## src/rtl/branch_resolve_unit.sv

```systemverilog
`default_nettype none
// ============================================================================
// branch_resolve_unit: resolves issued branches/jumps, writes links, redirects
// fetch and drives a timed recovery flush.                          rev 1.0
// ============================================================================
`ifndef PC_SIZE
`define PC_SIZE 16
`endif
`ifndef NUM_D_REG
`define NUM_D_REG 32
`endif
`ifndef NUM_S_REG
`define NUM_S_REG 16
`endif

module branch_resolve_unit #(
  parameter int PC_W         = `PC_SIZE,
  parameter int DATA_W       = 16,
  parameter int DREG_AW      = $clog2(`NUM_D_REG),
  parameter int SREG_AW      = $clog2(`NUM_S_REG),
  parameter int ROB_AW       = 5,
  parameter int FLUSH_CYCLES = 2
) (
  input  logic               clk,
  input  logic               n_rst,
  input  logic               in_valid,
  output logic               in_ready,
  input  logic [ROB_AW-1:0]  in_rob_addr,
  input  logic               in_jump,
  input  logic               in_predict_taken,
  input  logic [PC_W-1:0]    in_pc,
  input  logic [PC_W-1:0]    in_predict_target,
  input  logic [DREG_AW-1:0] in_rt_addr,
  input  logic [DREG_AW-1:0] in_rw_addr,
  input  logic [SREG_AW-1:0] in_rs_addr,
  output logic [DREG_AW-1:0] rf_rt_addr,
  input  logic [DATA_W-1:0]  rf_rt_data,
  output logic [SREG_AW-1:0] sf_rs_addr,
  input  logic               sf_rs_data,
  input  logic               kill,
  output logic               wb_valid,
  output logic [DREG_AW-1:0] wb_addr,
  output logic [DATA_W-1:0]  wb_data,
  output logic               done_valid,
  output logic [ROB_AW-1:0]  done_rob_addr,
  output logic               done_mispredict,
  output logic               redirect_valid,
  output logic [PC_W-1:0]    redirect_pc,
  output logic               flush
);

  localparam int CNT_W = (FLUSH_CYCLES > 1) ? $clog2(FLUSH_CYCLES) : 1;
  localparam logic [CNT_W-1:0] FLUSH_LOAD = CNT_W'(FLUSH_CYCLES - 1);

  typedef enum logic [0:0] {
    RUN     = 1'b0,
    RECOVER = 1'b1
  } state_t;

  state_t             state, state_nxt;
  logic [CNT_W-1:0]   cnt, cnt_nxt;

  // S1: issued fields awaiting register-file read data
  logic               s1_valid;
  logic [ROB_AW-1:0]  s1_rob;
  logic               s1_jump;
  logic               s1_ptaken;
  logic [PC_W-1:0]    s1_pc;
  logic [PC_W-1:0]    s1_ptarget;
  logic [DREG_AW-1:0] s1_rw;

  // S2: resolved result, drives all outputs
  logic               s2_valid;
  logic [ROB_AW-1:0]  s2_rob;
  logic               s2_jump;
  logic               s2_mispredict;
  logic [PC_W-1:0]    s2_target;
  logic [DREG_AW-1:0] s2_rw;
  logic [DATA_W-1:0]  s2_link;

  logic               accept;
  logic               taken;
  logic [PC_W-1:0]    pc_plus1;
  logic [PC_W-1:0]    target;
  logic               mispredict;

  assign rf_rt_addr = in_rt_addr;
  assign sf_rs_addr = in_rs_addr;
  assign in_ready   = (state == RUN) && !kill;
  assign accept     = in_valid && in_ready;

  assign pc_plus1   = s1_pc + PC_W'(1);
  assign taken      = s1_jump | sf_rs_data;
  assign target     = taken ? rf_rt_data[PC_W-1:0] : pc_plus1;
  assign mispredict = (taken != s1_ptaken) | (taken & (target != s1_ptarget));

  generate
    if (DATA_W > PC_W) begin : g_unused_hi
      logic unused_rt_hi;
      assign unused_rt_hi = ^rf_rt_data[DATA_W-1:PC_W];
    end
  endgenerate

  always_ff @(posedge clk or negedge n_rst) begin
    if (!n_rst) begin
      s1_valid   <= 1'b0;
      s1_rob     <= '0;
      s1_jump    <= 1'b0;
      s1_ptaken  <= 1'b0;
      s1_pc      <= '0;
      s1_ptarget <= '0;
      s1_rw      <= '0;
    end else begin
      s1_valid <= accept;
      if (accept) begin
        s1_rob     <= in_rob_addr;
        s1_jump    <= in_jump;
        s1_ptaken  <= in_predict_taken;
        s1_pc      <= in_pc;
        s1_ptarget <= in_predict_target;
        s1_rw      <= in_rw_addr;
      end
    end
  end

  always_ff @(posedge clk or negedge n_rst) begin
    if (!n_rst) begin
      s2_valid      <= 1'b0;
      s2_rob        <= '0;
      s2_jump       <= 1'b0;
      s2_mispredict <= 1'b0;
      s2_target     <= '0;
      s2_rw         <= '0;
      s2_link       <= '0;
    end else begin
      s2_valid <= s1_valid && !kill;
      if (s1_valid) begin
        s2_rob        <= s1_rob;
        s2_jump       <= s1_jump;
        s2_mispredict <= mispredict;
        s2_target     <= target;
        s2_rw         <= s1_rw;
        s2_link       <= DATA_W'(pc_plus1);
      end
    end
  end

  assign done_valid      = s2_valid;
  assign done_rob_addr   = s2_rob;
  assign done_mispredict = s2_valid & s2_mispredict;
  assign redirect_valid  = s2_valid & s2_mispredict;
  assign redirect_pc     = s2_target;
  assign wb_valid        = s2_valid & s2_jump;
  assign wb_addr         = s2_rw;
  assign wb_data         = s2_link;
  assign flush           = (state == RECOVER);

  always_ff @(posedge clk or negedge n_rst) begin
    if (!n_rst) begin
      state <= RUN;
      cnt   <= '0;
    end else begin
      state <= state_nxt;
      cnt   <= cnt_nxt;
    end
  end

  always_comb begin
    state_nxt = state;
    cnt_nxt   = cnt;
    case (state)
      RUN: begin
        if (s2_valid && s2_mispredict) begin
          state_nxt = RECOVER;
          cnt_nxt   = FLUSH_LOAD;
        end
      end
      RECOVER: begin
        if (cnt == '0) state_nxt = RUN;
        else           cnt_nxt   = cnt - CNT_W'(1);
      end
      default: state_nxt = RUN;
    endcase
    // squash overrides any recovery in progress or about to start
    if (kill) begin
      state_nxt = RUN;
      cnt_nxt   = '0;
    end
  end

endmodule
`default_nettype wire

```

## config.mk

```make
export PLATFORM = sky130hd
export DESIGN_NAME = branch_resolve_unit
export DESIGN_NICKNAME = d
export VERILOG_FILES = /design/src/rtl/branch_resolve_unit.sv
export SDC_FILE = /design/constraint.sdc
export NUM_CORES = 1
export LEC_CHECK = 0
export ABC_AREA = 1
export CAP_MARGIN = 20
export CORE_MARGIN = 3
export CORE_UTILIZATION = 51
export CTS_CLUSTER_SIZE = 12
export DETAILED_ROUTE_END_ITERATION = 16
export GPL_ROUTABILITY_DRIVEN = 1
export PLACE_DENSITY = 0.92
export SETUP_SLACK_MARGIN = 0.3
export SLEW_MARGIN = 20
export SYNTH_ARGS = -nofsm -noshare
export SYNTH_HDL_FRONTEND = slang
export SYNTH_SLANG_ARGS = --single-unit
```

## constraint.sdc

```tcl
create_clock -name clk -period 3.5 [get_ports clk]
set_input_delay 0.35 -clock clk [delete_from_list [all_inputs] [get_ports clk]]
set_output_delay 0.35 -clock clk [all_outputs]
set_load 0.01 [all_outputs]
```

## Word-level counts from Yosys, hierarchy flattened

Index checks and enable logic that the tools add are counted.
W data, S select, Z words.

- Bits of input ports: 74
- Logic and storage cells: 41
- Flip-flop bits (word level): 92
- Output and inout port bits: 57

- Add/subtract/negate cells: 2
- Eq/ne operators: 3
- Reduce and logical (&&, ||, !) cells: 5
- Bitwise logic cells: 6
- Mux-type cells: 9

Operators with widths:

| kind | count |
|---|---|
| $add A16 B1 Y16 const B | 1 |
| $mux W16 | 1 |
| $ne A16 B16 Y1 | 1 |
| $mux W1 | 6 |
| $logic_and A1 B1 Y1 | 4 |
| $pmux W1 S2 | 2 |
| $and A1 B1 Y1 | 3 |
| $ne A3 B2 Y1 const B | 1 |
| $or A1 B1 Y1 | 2 |
| $logic_not A1 Y1 | 1 |
| $ne A1 B1 Y1 | 1 |
| $not A1 Y1 | 1 |
| $sub A1 B1 Y1 const B | 1 |

## Logic depth before layout (Yosys ltp)

Gate-level depths: netlist (run 1).

- Depth after elaboration: 5
- Gate-level depth with buffers: 15
- Mapped depth without buffers: 15

## Worst setup path after synthesis (run 1)

Ideal clock, no wire load.

- Path kind: register -> register
- From: register s1_pc[0]
- To: register s2_mispredict
- Library setup time: 0.116 ns
- Clock period less this slack: 1.687 ns
- Path slack: 1.813 ns
- Cell stages (with the launch flop): 15
- Path buffers: 0
- Data arrival time: 1.570 ns
- Required time: 3.384 ns
- Path through: dfrtp_1 > ha_1 > nand2_1 > nor2_4 > nand2_1 > nand3_2 > nand2_1 > nand2_1 > nand2_1 > nor2_1 > nand3_1 > nor2_1 > nand3_1 > nand2_1 > nand2_1

- Word-level cells in the longest chain between the ends: 5

Ends and longest elaborated chain:

| item | RTL line | text |
|---|---|---|
| start: declaration | 68 | `logic [PC_W-1:0] s1_pc;` |
| start signal: assignment | 119 | `s1_pc <= in_pc;` |
| $add A16 B1 Y16 | 92 | `assign pc_plus1 = s1_pc + PC_W'(1);` |
| $mux W16 | 94 | `assign target = taken ? rf_rt_data[PC_W-1:0] : pc_plus1;` |
| $ne A16 B16 Y1 | 95 | `assign mispredict = (taken != s1_ptaken) \| (taken & (target != s1_ptarget));` |
| $and A1 B1 Y1 | 95 |  |
| $or A1 B1 Y1 | 95 |  |
| end signal: assignment | 140 | `s2_mispredict <= mispredict;` |
| end: declaration | 76 | `logic s2_mispredict;` |

No other way between the ends.
A chain may end at the register's enable or synchronous reset.

## Final worst setup path (run 1)

- From: input sf_rs_data
- To: register s2_mispredict

- Word-level cells in the longest chain between the ends: 5
- Elaborated cells on any way between the ends: 6
- Those cells by class: eq/ne: 2; mux: 1; bitwise: 3

Ends and longest elaborated chain:

| item | RTL line | text |
|---|---|---|
| start: declaration | 39 | `input logic sf_rs_data,` |
| $or A1 B1 Y1 * | 93 | `assign taken = s1_jump \| sf_rs_data;` |
| $mux W16 | 94 |  |
| $ne A16 B16 Y1 | 95 |  |
| $and A1 B1 Y1 | 95 |  |
| $or A1 B1 Y1 * | 95 |  |

Mark *: on every way between the ends. The rest lies on a longest branch, timed or not.

==> run metrics, run 1 <==
reg2reg path depth 14; WL per Instance 15.9 um; EDFF count, synth 0; commonest register cell after synthesis dfrtp_1; start of the worst register-to-register path s1_pc[0]$_DFFE_PN0P_; Switching Share 30.1%; fmax 449 MHz; Final Cycle Share 63.6%; mean post-synth cell area 7.91 um^2; most common cell after layout, fill and taps aside nand2_1; Rows 33; Clock transition at path regs around 0.080 ns; sequential-to-total area share from yosys stat 51.2%; Slew headroom between 30% and 40%; vias 4,244; Yosys reg bits 92; Hold Buf Count CTS 0; RR Endpoint s2_mispredict$_DFFE_PN0P_; Die X 99.9 um; GR Overflow Total 0; Final min period 2.23 ns; share of layout cells above drive strength 1 slightly above 8%; Clock Skew 0.00808 ns; Worst VDD drop ~0.00026 V; measured slew at the worst slew-check pin 0.992 ns; vias per inst around 5.5; CTS Buf Count 9; core area about 8400 um^2; die height 99.9 um; Critical Path Source Type primary input; Synthesis Warnings 0; Unique masters post-synth 31; RSZ-0062 raised after global routing false; largest net degree at the start of global routing 81; arrival time at the worst endpoint 2.46 ns; setup_tns 0 ns; Power per Cell Area 491 nW/um^2; WHS approximately 0.16 ns; Die Area 9990 um^2; Final Cell Area a little under 6000 um^2; # port buffers 112; 1st-iter DRT viols about 250; Cells after Synth about 570; final wirelength ~12,000 um; number of I/O pins 131; Sink Count 92; max-cap viol count 0; NetSw 861 uW; Power Internal 2.00 mW; clock share of power a little over a quarter; Final nets 742; CP Class primary input to flip-flop; most frequent cells in the layout nand2_1, clkdlybuf4s50_1, dfrtp_1; Total Routing Usage GR 25.6%; fillers 634; half-perimeter wire length after placement 8900 um; post-CTS sizing 0; Worst Setup End Kind flip-flop; initial antenna violation count 0; Synth async-reset ratio 100%; Inserted Diodes 0; clock buffer depth 2; CP Max Fanout 32; CTS tree done; Setup Viol. Count Final 0; Multi-input gate area 1870 um^2; Post-Synthesis Cell Area 4500 um^2; Initial Utilization 53.7%; sequential share of power 47.3%; Routed Antenna Nets 0; Residual DRC 0; Placer Congestion 0.891; H-tree depth 3; clock latency on the worst-skew pair 0.35 ns; first-pass GRT wire length slightly above 20,000 um; leakage 2.81 nW; status completed; Area Overhead vs Synth 29.6%; vias in the first global route 4,264; number of setup buffers added after CTS 0; Hold Crit Class primary input to async pin; r2r setup slk between 1 and 1.5 ns; Gate power share between 20% and 30%; Finished Core Util approximately 70%; FF+latch area 2300 um^2; clock root buffer clkbuf_8; Placed Area 5630 um^2; CP required between 3 and 4 ns; Synthesized Nets 644; Hold Vio Cnt, Final 0; final number of max-transition violations 0; first drt pass iteration count 7
how the worst max path moves through the flow:
stage | start | end | slack [ns] | cells past startpoint
detailed placement | sf_rs_data | s2_mispredict$_DFFE_PN0P_ | 1.10 | 14
finish | sf_rs_data | s2_mispredict$_DFFE_PN0P_ | 1.27 | 14
CTS | sf_rs_data | s2_mispredict$_DFFE_PN0P_ | 1.35 | 14
global placement | sf_rs_data | s2_mispredict$_DFFE_PN0P_ | 1.16 | 14
global route | s1_pc[0]$_DFFE_PN0P_ | s2_mispredict$_DFFE_PN0P_ | 1.08 | 14
floorplan | s1_pc[0]$_DFFE_PN0P_ | s2_mispredict$_DFFE_PN0P_ | 1.81 | 14
final cells by class:
class,instances,share of cell area [%]
flip-flops and latches,92,39.5
multi-input cells,402,32.0
repair buffers,118,19.9
inverters,44,2.83
clock buffers,12,2.49
well taps,105,2.25
clock inverters,2,1.03
per-layer routing:
| metal | wire, um | up-vias | GRT usage, % |
|---|---|---|---|
| li1 | - | 1993 | - |
| met1 | 4800 | 1971 | 31.6 |
| met2 | 6000 | 247 | 43.4 |
| met3 | 1310 | 33 | 8.62 |
| met4 | 223 | 0 | 6.09 |
| met5 | 0 | - | 0 |
Yosys cell counts (4+ instances only):
cell,n,area share [%]
nor2_1,36,3.0
nand4_1,4,0.56
nand3_1,45,5.0
nand3_2,6,1.3
nand2_1,218,18
nand2_2,7,0.97
or2_2,7,0.97
o21ai_0,37,4.1
buf_4,12,2.0
inv_1,40,3.3
dfrtp_1,92,51
a31oi_1,18,2.5
nor2_4,6,1.5
clkbuf_1,15,1.3
buf_2,4,0.44
power by group through the flow:
stage	Sequential, mW	Clock (mW)	Combinational [mW]
final	1.35	0.764	0.743
after floorplan	1.38	0	0.340
after global placement	1.36	0	0.714
after CTS	1.35	0.771	0.746
after detailed placement	1.36	0	0.741
after global routing	1.37	0.813	0.823
logic make-up (layout without fill, tap and decap cells):
family          count (synthesis)  count (layout)  share of synthesized area, %
compound gates                 65              65                          8.26
flops                          92              92                          51.2
buf+inv                        75             176                          7.37
simple gates                  335             335                          32.7
fa+ha+maj                       1               1                         0.278
xor+xnor                        1               1                         0.195
worst max-delay path, stage by stage:
cell and delay (ns):
clkdlybuf4s50_1 0.41, nor2_2 0.10, buf_4 0.33, inv_1 0.31, nand2_1 0.19, nand2_1 0.08, nand2_1 0.06, nand2_1 0.04
nor2_1 0.10, nand3_1 0.09, nor2_1 0.15, nand3_1 0.10, nand2_1 0.08, nand2_1 0.06
metrics by stage:
step	power (mW)	setup slack (ns)	std cells
after global routing	3.01	1.08	775
after global placement	2.07	1.16	761
final	2.86	1.27	775
after detailed placement	2.10	1.10	761
after floorplan	1.72	1.81	569
after CTS	2.87	1.35	775
state kept, by name, indices dropped and copies added, names as in the netlist, 5 cells and up:
| signal | cells |
|---|---|
| done_rob_addr | 5 |
| redirect_pc | 16 |
| s1_pc | 16 |
| s1_ptarget | 16 |
| s1_rob | 5 |
| s1_rw | 5 |
| wb_addr | 5 |
| wb_data | 16 |
Power figures use the tool's default switching activity.
==> inputs of run 2 (changes only) <==
--- a/config.mk
+++ b/config.mk
@@ -8,11 +8,11 @@
 export ABC_AREA = 1
 export CAP_MARGIN = 20
 export CORE_MARGIN = 3
-export CORE_UTILIZATION = 51
+export CORE_UTILIZATION = 48
 export CTS_CLUSTER_SIZE = 12
 export DETAILED_ROUTE_END_ITERATION = 16
 export GPL_ROUTABILITY_DRIVEN = 1
-export PLACE_DENSITY = 0.92
+export PLACE_DENSITY = 0.88
 export SETUP_SLACK_MARGIN = 0.3
 export SLEW_MARGIN = 20
 export SYNTH_ARGS = -nofsm -noshare
==> constraint.sdc (replaced) <==
create_clock -name clk -period 2.16 [get_ports clk]
set_input_delay 0.216 -clock clk [delete_from_list [all_inputs] [get_ports clk]]
set_output_delay 0.216 -clock clk [all_outputs]
set_load 0.01 [all_outputs]
==> run 2 against run 1 <==
  * Die area up 5.9%
  * Register-to-register slack worse by 1.0 ns
  * Critical path type is now flip-flop to flip-flop
  * Flip-flop and latch count unchanged
  * Global-route usage down 1.3 points
  * Sequential share of layout area down 1.6 points
  * Worst setup slack worse by 1.0 ns
  * Critical path depth down 1
==> run metrics, run 2 (synthesized netlist as in run 1, its figures left out) <==
leakage 2.88 nW (was 2.81 nW); Final min period 1.91 ns; half-perimeter wire length after placement 9070 um (was 8900 um); largest net degree at the start of global routing 54 (was 81); H-tree depth 3 (unchanged); final number of max-transition violations 0 (unchanged); crit-path max cell delay 0.46 ns (was 0.41 ns); fillers 668 (was 634); vias 4,346 (was 4,244); 1st-iter DRT viols 274 (was 254); core area 8890 um^2 (was 8380 um^2); Final nets 754 (was 742); Clock Skew 0.00958 ns (was 0.00808 ns); setup_tns 0 ns (unchanged); Worst Setup End Kind flip-flop (unchanged); arrival time at the worst endpoint 2.16 ns (was 2.46 ns); max-cap viol count 0 (unchanged); Switching Share 31.5% (was 30.1%); Critical Path Source Type flip-flop (was primary input); Inserted Diodes 0 (unchanged); most frequent cells in the layout nand2_1, clkdlybuf4s50_1, dfrtp_1 (unchanged); measured slew at the worst slew-check pin 0.661 ns (was 0.992 ns); Rows 34 (was 33); Clock transition at path regs 0.09 ns (was 0.08 ns); Post-Place Cells 768 (was 761); Worst VDD drop 0.000437 V (was 0.000261 V); Die Area 10,600 um^2 (was 9990 um^2); NetSw 1.47 mW (was 861 uW); clock buffer depth 2 (unchanged); Total Routing Usage GR 24.3% (was 25.6%); CP required 2.41 ns (was 3.74 ns); die height 103 um (was 99.9 um); Area Overhead vs Synth 35.1% (was 29.6%); vias per inst 5.49 (was 5.48); Hold Vio Cnt, Final 0 (unchanged); CP Max Fanout 7 (was 32); clock share of power 25.9% (was 26.7%); # port buffers 112 (unchanged); fmax between 500 and 600 MHz; initial antenna violation count 0 (unchanged); status completed (unchanged); Final Cycle Share 88.2%; CP Class flip-flop to flip-flop (was primary input to flip-flop); most used cell, CP nand2_1 (unchanged); first drt pass iteration count 5 (was 7); share of layout cells above drive strength 1 13.2% (was 8.21%); Gate power share 27.2% (was 26.0%); slowest CP cell dfrtp_1 (was clkdlybuf4s50_1); Hold Crit Class primary input to async pin (unchanged); Slew headroom 55.7% (was 33.8%); Placer Congestion 0.893 (was 0.891); clock root buffer clkbuf_8 (unchanged); CTS tree done (unchanged); Initial Utilization 50.6% (was 53.7%); number of I/O pins 131 (unchanged); post-route insts no fill 792 (was 775); final wirelength 12,600 um (was 12,300 um); Power Internal 3.21 mW (was 2.00 mW); Setup Viol. Count Final 0 (unchanged); GR Overflow Total 0 (unchanged); sequential share of power 46.9% (was 47.3%); first-pass GRT wire length 20,100 um (was 20,300 um); CP cell instances nand2_2 -> nor2_4 -> nand3_2 -> nand2_1 -> nand3_2 -> nand3_1 -> nand2_1 -> inv_1 -> nand2_1 -> nor2_1 -> nand3_1 -> nand2_1 -> nand2_1 (was clkdlybuf4s50_1 -> nor2_2 -> buf_4 -> inv_1 -> nand2_1 -> nand2_1 -> nand2_1 -> nand2_1 -> nor2_1 -> nand3_1 -> nor2_1 -> nand3_1 -> nand2_1 -> nand2_1); WL per Instance 15.9 um (about the same); WHS 0.378 ns (was 0.159 ns); Die X 103 um (was 99.9 um); Residual DRC 0 (unchanged); clock latency on the worst-skew pair 0.36 ns (was 0.35 ns); vias in the first global route 4,355 (was 4,264); most common cell after layout, fill and taps aside nand2_1 (unchanged); Routed Antenna Nets 0 (unchanged); r2r setup slk 0.25 ns (was 1.28 ns); RSZ-0062 raised after global routing true (was false); CTS Buf Count 9 (unchanged); Power per Cell Area 769 nW/um^2 (was 491 nW/um^2); Sink Count 92 (unchanged)
run 2: worst paths after layout:
check	endpoint	cells after the start	from
setup / recovery	s2_mispredict$_DFFE_PN0P_	13	s1_pc[5]$_DFFE_PN0P_
hold / removal	wb_data[11]$_DFFE_PN0P_	2	n_rst
setup reg to reg	s2_mispredict$_DFFE_PN0P_	13	s1_pc[5]$_DFFE_PN0P_
hold reg to reg	done_rob_addr[1]$_DFFE_PN0P_	2	s1_rob[1]$_DFFE_PN0P_
max in group asynchronous	s1_rw[0]$_DFFE_PN0P_	3	n_rst
min in group clk	s1_rw[1]$_DFFE_PN0P_	3	in_rw_addr[1]
run 2: timing repair:
action	CTS	global route
gates resized for setup	11	12
hold endpoints to repair	40	0
hold buffers	1	0
endpoints found under the setup margin	1	1
setup buffers	5	2
pin swaps	4	8
run 2: final cells by class:
type / count / area, um^2 / area share [%]
clock buffer: 11 / 151 / 2.49
inverter: 44 / 165 / 2.72
timing repair buffer: 130 / 1310 / 21.5
tap: 108 / 135 / 2.22
sequential: 92 / 2300 / 37.9
clock inverter: 5 / 60.1 / 0.988
multi-input combinational: 402 / 1960 / 32.2
run 2: power by group through the flow:
stage,Sequential [mW],Clock [mW],Combinational [mW]
global route,2.22,1.30,1.40
CTS,2.18,1.22,1.25
finish,2.19,1.21,1.27
floorplan,2.24,0,0.552
global placement,2.20,0,1.18
detailed placement,2.21,0,1.22
run 2: worst max-delay path, delay by kind of cell, from the launching register on:
| kind | cells | cell delay (ns) |
|---|---|---|
| flip-flops | 1 | 0.46 |
| buffers and inverters | 1 | 0.06 |
| AND/OR/NAND/NOR | 12 | 1.27 |
run 2: stage by stage:
step	setup slack [ns]	utilization [%]	power (mW)	cell area [um^2]
2_1_floorplan	0.473	-	2.79	4500
3_3_place_gp	0.212	64.1	3.39	5700
3_5_place_dp	0.132	64.1	3.43	5700
4_1_cts	0.321	67.6	4.65	6010
5_1_grt	0.0832	68.4	4.92	6080
6_report	0.254	68.4	4.68	6080
run 2: metal layers:
layer / global-route usage (%) / share of wire (%) / vias up
li1: - / - / 2033
met1: 30.1 / 40 / 2034
met2: 40.6 / 47 / 229
met3: 5.89 / 10 / 50
met4: 10.6 / 3.4 / 0
met5: 0 / 0 / -
